<file path="src/rtl/mult_pkg.sv">
// mult_pkg: shared FSM state type and default operand width for mult_iter
package mult_pkg;
  localparam int MULT_WIDTH_DEF = 32;
  typedef enum logic [1:0] {IDLE, CALC, DONE} state_t;
endpackage

</file>
<file path="src/rtl/mult_iter.sv">
// mult_iter: iterative shift-add multiplier; define MULT_EARLY_TERM_EN to finish once the multiplier runs out of set bits
module mult_iter
  import mult_pkg::*;
#(
  parameter int WIDTH = MULT_WIDTH_DEF
) (
  input  logic               clk,
  input  logic               resetn,
  input  logic               mult_begin,
  input  logic               mult_signed,
  input  logic [WIDTH-1:0]   mult_op1,
  input  logic [WIDTH-1:0]   mult_op2,
  output logic [2*WIDTH-1:0] product,
  output logic               mult_end,
  output logic               overflow,
  output logic               mult_busy
);
  localparam int CW = $clog2(WIDTH + 1);
  state_t state_q, state_d;
  logic begin_q, begin_d;
  logic sign_q, sign_d;
  logic signed_q, signed_d;
  logic [CW-1:0] cnt_q, cnt_d;
  logic [2*WIDTH-1:0] mcand_q, mcand_d;
  logic [WIDTH-1:0] mplier_q, mplier_d;
  logic [2*WIDTH-1:0] acc_q, acc_d;
  logic [2*WIDTH-1:0] product_q, product_d;
  logic end_q, end_d;
  logic ovf_q, ovf_d;
  logic [WIDTH-1:0] mag1, mag2, mplier_sh;
  logic [2*WIDTH-1:0] res;
  logic res_ovf, early;
  assign mag1 = (mult_signed && mult_op1[WIDTH-1]) ? -mult_op1 : mult_op1;
  assign mag2 = (mult_signed && mult_op2[WIDTH-1]) ? -mult_op2 : mult_op2;
  assign mplier_sh = mplier_q >> 1;
`ifdef MULT_EARLY_TERM_EN
  assign early = mplier_sh == '0;
`else
  assign early = 1'b0;
`endif
  assign res = sign_q ? -acc_q : acc_q;
  assign res_ovf = signed_q ? !((&res[2*WIDTH-1:WIDTH-1]) || !(|res[2*WIDTH-1:WIDTH-1]))
                            : |res[2*WIDTH-1:WIDTH];
  assign product = product_q;
  assign mult_end = end_q;
  assign overflow = ovf_q;
  assign mult_busy = state_q != IDLE;

  // next-state and datapath: start on a begin rising edge, shift-add per CALC edge, publish on DONE
  always_comb begin
    state_d = state_q;
    begin_d = mult_begin;
    sign_d = sign_q;
    signed_d = signed_q;
    cnt_d = cnt_q;
    mcand_d = mcand_q;
    mplier_d = mplier_q;
    acc_d = acc_q;
    product_d = product_q;
    end_d = 1'b0;
    ovf_d = ovf_q;
    case (state_q)
      IDLE: if (mult_begin && !begin_q) begin
        state_d = CALC;
        sign_d = mult_signed && (mult_op1[WIDTH-1] ^ mult_op2[WIDTH-1]);
        signed_d = mult_signed;
        cnt_d = CW'(WIDTH);
        mcand_d = {{WIDTH{1'b0}}, mag1};
        mplier_d = mag2;
        acc_d = '0;
      end
      CALC: if (!mult_begin) state_d = IDLE;
      else begin
        acc_d = acc_q + (mplier_q[0] ? mcand_q : '0);
        mcand_d = mcand_q << 1;
        mplier_d = mplier_sh;
        cnt_d = cnt_q - CW'(1);
        state_d = (cnt_q == CW'(1) || early) ? DONE : CALC;
      end
      DONE: begin
        product_d = res;
        ovf_d = res_ovf;
        end_d = 1'b1;
        state_d = IDLE;
      end
      default: state_d = IDLE;
    endcase
  end

  // state and datapath registers, cleared asynchronously
  always_ff @(posedge clk or negedge resetn) begin
    if (!resetn) begin
      state_q <= IDLE;
      begin_q <= 1'b0;
      sign_q <= 1'b0;
      signed_q <= 1'b0;
      cnt_q <= '0;
      mcand_q <= '0;
      mplier_q <= '0;
      acc_q <= '0;
      product_q <= '0;
      end_q <= 1'b0;
      ovf_q <= 1'b0;
    end else begin
      state_q <= state_d;
      begin_q <= begin_d;
      sign_q <= sign_d;
      signed_q <= signed_d;
      cnt_q <= cnt_d;
      mcand_q <= mcand_d;
      mplier_q <= mplier_d;
      acc_q <= acc_d;
      product_q <= product_d;
      end_q <= end_d;
      ovf_q <= ovf_d;
    end
  end
endmodule

</file>
<file path="config.mk">
export PLATFORM = sky130hd
export DESIGN_NAME = mult_iter
export DESIGN_NICKNAME = d
export VERILOG_FILES = /design/src/rtl/mult_pkg.sv /design/src/rtl/mult_iter.sv
export SDC_FILE = /design/constraint.sdc
export NUM_CORES = 1
export LEC_CHECK = 0
export BUFFER_PORTS_ARGS = -buffer_cell sky130_fd_sc_hd__buf_4
export CORE_MARGIN = 2
export CORE_UTILIZATION = 43
export CTS_BUF_LIST = sky130_fd_sc_hd__clkbuf_16
export CTS_CLUSTER_DIAMETER = 200
export CTS_CLUSTER_SIZE = 12
export DETAILED_ROUTE_END_ITERATION = 7
export PLACE_DENSITY = 0.68
export SLEW_MARGIN = 20
export SYNTH_ARGS = -nofsm -noshare
export SYNTH_HDL_FRONTEND = slang
export SYNTH_SLANG_ARGS = --single-unit
export TNS_END_PERCENT = 1
</file>
<file path="constraint.sdc">
create_clock -name clk -period 6.99 [get_ports clk]
set_input_delay 0.3495 -clock clk [delete_from_list [all_inputs] [get_ports clk]]
set_output_delay 0.3495 -clock clk [all_outputs]
set_load 0.05 [all_outputs]
</file>
# Word level (Yosys, flattened, before mapping)
# Index checks and enable logic that the tools add are counted.
# classes
n_eq_ne,5
n_reduce_logical,16
n_addsub,5
n_bitwise,1
mux,22
# ops
operator,n
64-bit two-way mux,6
64-bit case mux with 2 select lines,2
32-bit two-way mux,4
64-bit adder,1
32-bit negation,2
64-bit negation,1
32-bit case mux with 2 select lines,1
33-bit AND reduction,1
33-bit OR reduction,1
32-bit OR reduction,1
6-bit two-way mux,2
6-bit case mux with 2 select lines,1
"6-bit by 1-bit equality test with 1-bit output, second input constant",1
2-bit two-way mux,3
"6-bit by 1-bit subtractor with 6-bit output, second input constant",1
1-bit logical AND,4
"2-bit != test, second input constant",2
2-bit case mux with 2 select lines,1
2-bit nonzero test,2
1-bit logical NOT,3
3-bit AND reduction,1
"2-bit by 1-bit equality test with 1-bit output, second input constant",1
"2-bit equality test, second input constant",1
2-bit logical NOT,1
4 further kinds,5
# word_totals
register_bits,237
out_inout_bits,67

# Logic depth before layout (Yosys ltp)
# logic_depth
word_depth,7
ltp_mapped,16

# Least setup slack after synthesis
# OpenSTA, ideal clock, no wires.
# synth_path
path_type,reg2reg
from,register acc_q[13]
to,register ovf_q (netlist: overflow)
required_ns,6.859
setup_ns,0.131
path_buffers,2
arrival_ns,3.855
path_stages_with_launch,13
synth_period_minus_slack_ns,3.986
path_slack_ns,3.004
path_cell_list,dfrtp_1 -> or4_4 -> or4_4 -> or4_4 -> buf_6 -> buf_6 -> or2_4 -> o41ai_2 -> xor2_1 -> nand3_1 -> or4_1 -> o32ai_1 -> a31oi_1
# synth_between
elab_chain_cells,7
elab_cells_between_ends,9
cone_classes,1 x add/sub; 2 x mux; 6 x reduce/logical
# synth_rtl
item,line,source
"start, declared",mult_iter.sv:26,"logic [2*WIDTH-1:0] acc_q, acc_d;"
"start signal, assigned",mult_iter.sv:100,acc_q <= '0;
"start signal, assigned",mult_iter.sv:112,acc_q <= acc_d;
64-bit negation (*),mult_iter.sv:41,assign res = sign_q ? -acc_q : acc_q;
64-bit two-way mux (*),mult_iter.sv:41,
33-bit OR reduction,mult_iter.sv:42,assign res_ovf = signed_q ? !((&res[2*WIDTH-1:WIDTH-1]) || !(|res[2*WIDTH-1:WIDTH-1]))
1-bit logical NOT,mult_iter.sv:42,
1-bit logical OR,mult_iter.sv:42,
1-bit logical NOT,mult_iter.sv:42,
1-bit two-way mux (*),mult_iter.sv:42,
"end signal, assigned",mult_iter.sv:115,ovf_q <= ovf_d;
"end, declared",mult_iter.sv:29,"logic ovf_q, ovf_d;"
# Every way passes the cells marked *; elsewhere a longest branch is shown, timed or not.
# A chain may end at the register's enable or synchronous reset.

# Worst setup path in the final report
# layout_path
from,register acc_q[3]
to,register ovf_q (netlist: overflow)
# The elaborated chain is that of the path after synthesis.

==> impl_metrics.csv <==
group,metric,value,unit
status,status,"finished, final reports clean",
sta,maxSlewViolCount,0,
sta,worst_pin_slew,1.102,ns
synth,async_flop_share,1.000,
critical_path,critPathBufInv,0,
synth,synth_xor_area_frac,0.09610,
pwr,power_per_cell_area,307.3,nW/um^2
detailed_routing,final_antenna_net_count,0,
detailed_routing,drtIter0Drc,989,
critical_path,arrival,5.25,ns
synth,synth_flop_cell,"dfrtp_1",
min_path,holdPathStages,3,
cts,cts_tree,"done",
die,die_y,197.1,microns
synth,yosysSeqAreaShare,0.3697,
die,die_area,38860,sq um
synth,yosys.area_share.adder,0.05429,
cts,numClockSinks,237,
critical_path,start_kind,"flip-flop",
synth,synth_largest_area_cell,"dfrtp_1",
synth,synth_compound_area_frac,0.2200,
grt,grt_max_degree,119,
synth,synth.mux.area_fraction,0.002574,
cts,worstSkewPairLatency,0.52,ns
synth,yosys.area_share.simple,0.2212,
grt,grt_pass1_wl,71.10,mm
flow_run,cap_violations,0,
die,ioPinCount,135,
die,initial_core_util,0.4371,
synth,yosysWarnings,0,
place,pre_cts_ws,2.281,ns
min_path,min_from,"mult_op2[14]",
pwr,vdd_drop_max,126.7,uV
sta,rsz0062_at_grt,"false",
sta,fin_crit_sh,0.6941,
sta,fin_crit,4.851,ns
detailed_routing,wirelength,42.93,mm
cts,h-tree-depth,1,
cts,cts_root_buf,"clkbuf_16",
synth,netlist.area_leader.share,0.3697,
synth,yosysUniqueCellTypes,72,
grt,grt_overflow,0,
place,routabilityCongestion,0.9262,
detailed_routing,via_per_inst,5.667,
grt,grt.total_usage,0.2223,
synth,synth_top_family_by_area,"simple AND/OR/NAND/NOR gates",
layout,post-route-util,0.4879,
place,numPortBuffers,134,
synth,ys_ff_latch,237,
cts,cts_resized,0,
synth,synthCells,1968,
synth,syn_area,16040,sq um
sta,finalSetupViolCount,0,
sta,timing.final.ws_setup,2.139,ns
grt,first_global_vias,13500,
sta,fmax,206.1,MHz
cts,clkTransAtPathRegs,0.06,ns
critical_path,worstReg2RegStart,"acc_q[3]$_DFFE_PN0P_",
detailed_routing,drc,0,
min_path,hold_end,"mplier_q[14]$_DFFE_PN0P_",
synth,syn_avg_cell_area,8.151,sq um
cts,postCtsSetupRepairBufs,0,
critical_path,path_cells,"nor4_1 > nand4b_1 > nor3_1 > nand3_1 > o41ai_1 > xor2_1 > nand3_1 > or4_1 > o32ai_1 > a31oi_1",
cts,cts_buffers,23,
cts,cts_buffer_depth,3,
critical_path,critPathSlowestCell,"nor3_1",
critical_path,crit_required,7.39,ns
grt,antenna_found_initial,2,
critical_path,r2r_setup_slack,2.14,ns
place,dp_hpwl,32.14,mm
critical_path,max_stage_delay,0.99,ns
sta,skew,0.009898,ns
critical_path,critPathMaxFanout,6,
sta,fin_setup_tns,0,ns
critical_path,setup.worst_path.end_class,"flip-flop",
critical_path,crit_type,"reg -> reg",
critical_path,path_depth,10,
synth,ys_top_cells_by_area,"dfrtp_1 37%, nand2_1 7.8%, o21ai_0 7.3%",
die,core,36700,sq um
sta,finalHoldViolations,0,
min_path,min_path_type,"in -> reg",
critical_path,cpLargestDelayFamily,"simple AND/OR/NAND/NOR gates",
synth,synth-edff-count,0,
critical_path,reg2reg_to,"overflow$_DFFE_PN0P_",
pwr,leakagePower,8.166,nW
critical_path,reg2reg_depth,10,
layout,final_nets,2160,
detailed_routing,wire_per_inst,17.22,microns
detailed_routing,vias,14130,
sta,maxSlewHeadroom,0.2596,
detailed_routing,dr.pass1.iters,5,
die,rows,70,
critical_path,crit_top_cell,"nand3_1",
layout,drive_above_1_share,0.09783,
layout,areaGrowthSynthToFinish,11.61,%
die,die_width,197.1,microns
synth,syn_nets,2105,
layout,fillCellCount,3566,
==> cells in the mapped netlist (23+ instances only) <==
cell      count
xnor2_1      77
inv_1        33
a22oi_1      23
dfrtp_1     237
a21oi_1     129
nand3_1      69
a21o_1       31
o21ai_0     233
or3_1        24
a31oi_1      25
ha_1         68
and2_1       71
xor2_1       99
clkbuf_1    109
nand2_1     334
nor3_1       32
nor2_1      111
==> worst register-to-register path, cell delays in order (launching register included) <==
cell and delay [ns]:
dfrtp_1 0.45, nor4_1 0.72, nand4b_1 0.44, nor3_1 1.00, nand3_1 0.39, o41ai_1 0.48, xor2_1 0.29, nand3_1 0.10
or4_1 0.52, o32ai_1 0.27, a31oi_1 0.06
==> state kept, by name, summed over array words and instances, names as in the netlist <==
| name | flops |
|---|---|
| acc_q | 64 |
| begin_q | 1 |
| cnt_q | 6 |
| mcand_q | 64 |
| mplier_q | 32 |
| mult_end | 1 |
| overflow | 1 |
| product | 64 |
| sign_q | 1 |
| signed_q | 1 |
| state_q | 2 |
==> logic make-up after synthesis <==
group | count (synthesis)
buffers and inverters | 150
adder cells (fa/ha/maj) | 69
AO/OA/AOI/OAI | 579
flip-flops | 237
multiplexers | 4
XOR/XNOR | 176
AND/OR/NAND/NOR | 753
==> how the worst max path moves through the flow <==
stage                          start                   end  slack, ns
2_1_floorplan  acc_q[13]$_DFFE_PN0P_  overflow$_DFFE_PN0P_       3.00
3_3_place_gp    acc_q[3]$_DFFE_PN0P_  overflow$_DFFE_PN0P_       2.39
3_5_place_dp    acc_q[3]$_DFFE_PN0P_  overflow$_DFFE_PN0P_       2.28
4_1_cts         acc_q[3]$_DFFE_PN0P_  overflow$_DFFE_PN0P_       2.26
5_1_grt         acc_q[3]$_DFFE_PN0P_  overflow$_DFFE_PN0P_       1.97
6_report        acc_q[3]$_DFFE_PN0P_  overflow$_DFFE_PN0P_       2.14
==> per-stage QoR <==
step / std cells / power, mW / hold slack (ns) / instance area (sq um)
after CTS: 2492 / 5.519 / 0.1097 / 17900
after global placement: 2465 / 4.369 / 0.4618 / 17300
after floorplan: 1968 / 3.685 / 0.05391 / 16040
after detailed placement: 2465 / 4.414 / 0.4655 / 17300
final: 2493 / 5.502 / 0.1288 / 17900
after global routing: 2492 / 5.895 / 0.1318 / 17900
==> layout by cell type (no fill, tap or decap), types with 4 or more instances in the layout <==
| cell | instances |
|---|---|
| a211oi_1 | 6 |
| a21o_1 | 31 |
| a21oi_1 | 129 |
| a22oi_1 | 23 |
| a31oi_1 | 25 |
| and2_1 | 71 |
| and3_1 | 10 |
| and4_1 | 5 |
| buf_4 | 145 |
| clkbuf_16 | 23 |
| dfrtp_1 | 236 |
| ha_1 | 68 |
| inv_1 | 34 |
| nand2_1 | 334 |
| nand2b_1 | 6 |
| nand3_1 | 69 |
| nand4_1 | 20 |
| nor2_1 | 110 |
| nor2b_1 | 8 |
| nor3_1 | 32 |
| nor4_1 | 19 |
| o211ai_1 | 9 |
| o21a_1 | 9 |
| o21ai_0 | 233 |
| o21ai_1 | 7 |
| o21bai_1 | 11 |
| o22ai_1 | 4 |
| o31ai_1 | 22 |
| o41ai_1 | 22 |
| o41ai_2 | 5 |
| or2_2 | 7 |
| or3_1 | 24 |
| or4_1 | 20 |
| xnor2_1 | 77 |
| xor2_1 | 99 |
==> power breakdown <==
part | internal, mW | total [mW] | switching [mW]
clock network | 0.581 | 1.09 | 0.510
logic | 0.832 | 2.42 | 1.59
registers | 1.67 | 1.99 | 0.319
==> metal layers <==
layer / GRT usage / part of all wire / vias to the layer above
met1: 0.3379 / 0.50 / 6525
met5: 0 / 0.00026 / -
met3: 0.03876 / 0.071 / 62
met2: 0.3252 / 0.41 / 414
met4: 0.05569 / 0.021 / 2
li1: - / - / 7124
==> area by class of cell <==
cell class / instances / area (sq um) / share of cell area
clock buffer: 23 / 575.6 / 0.03215
inverter: 33 / 123.9 / 0.006919
tap: 468 / 585.6 / 0.03271
clock inverter: 3 / 17.52 / 0.0009784
antenna: 1 / 2.502 / 0.0001398
timing repair buffer: 147 / 1114 / 0.06220
sequential: 237 / 5932 / 0.3313
multi-input combinational: 1581 / 9553 / 0.5336
==> what timing repair did <==
item | in CTS | in global routing
hold buffers | 1 | 0
endpoints found under the hold margin | 105 | 0
endpoints found under the setup margin | 0 | 0
Note: power is estimated with default switching activity, not from simulation.
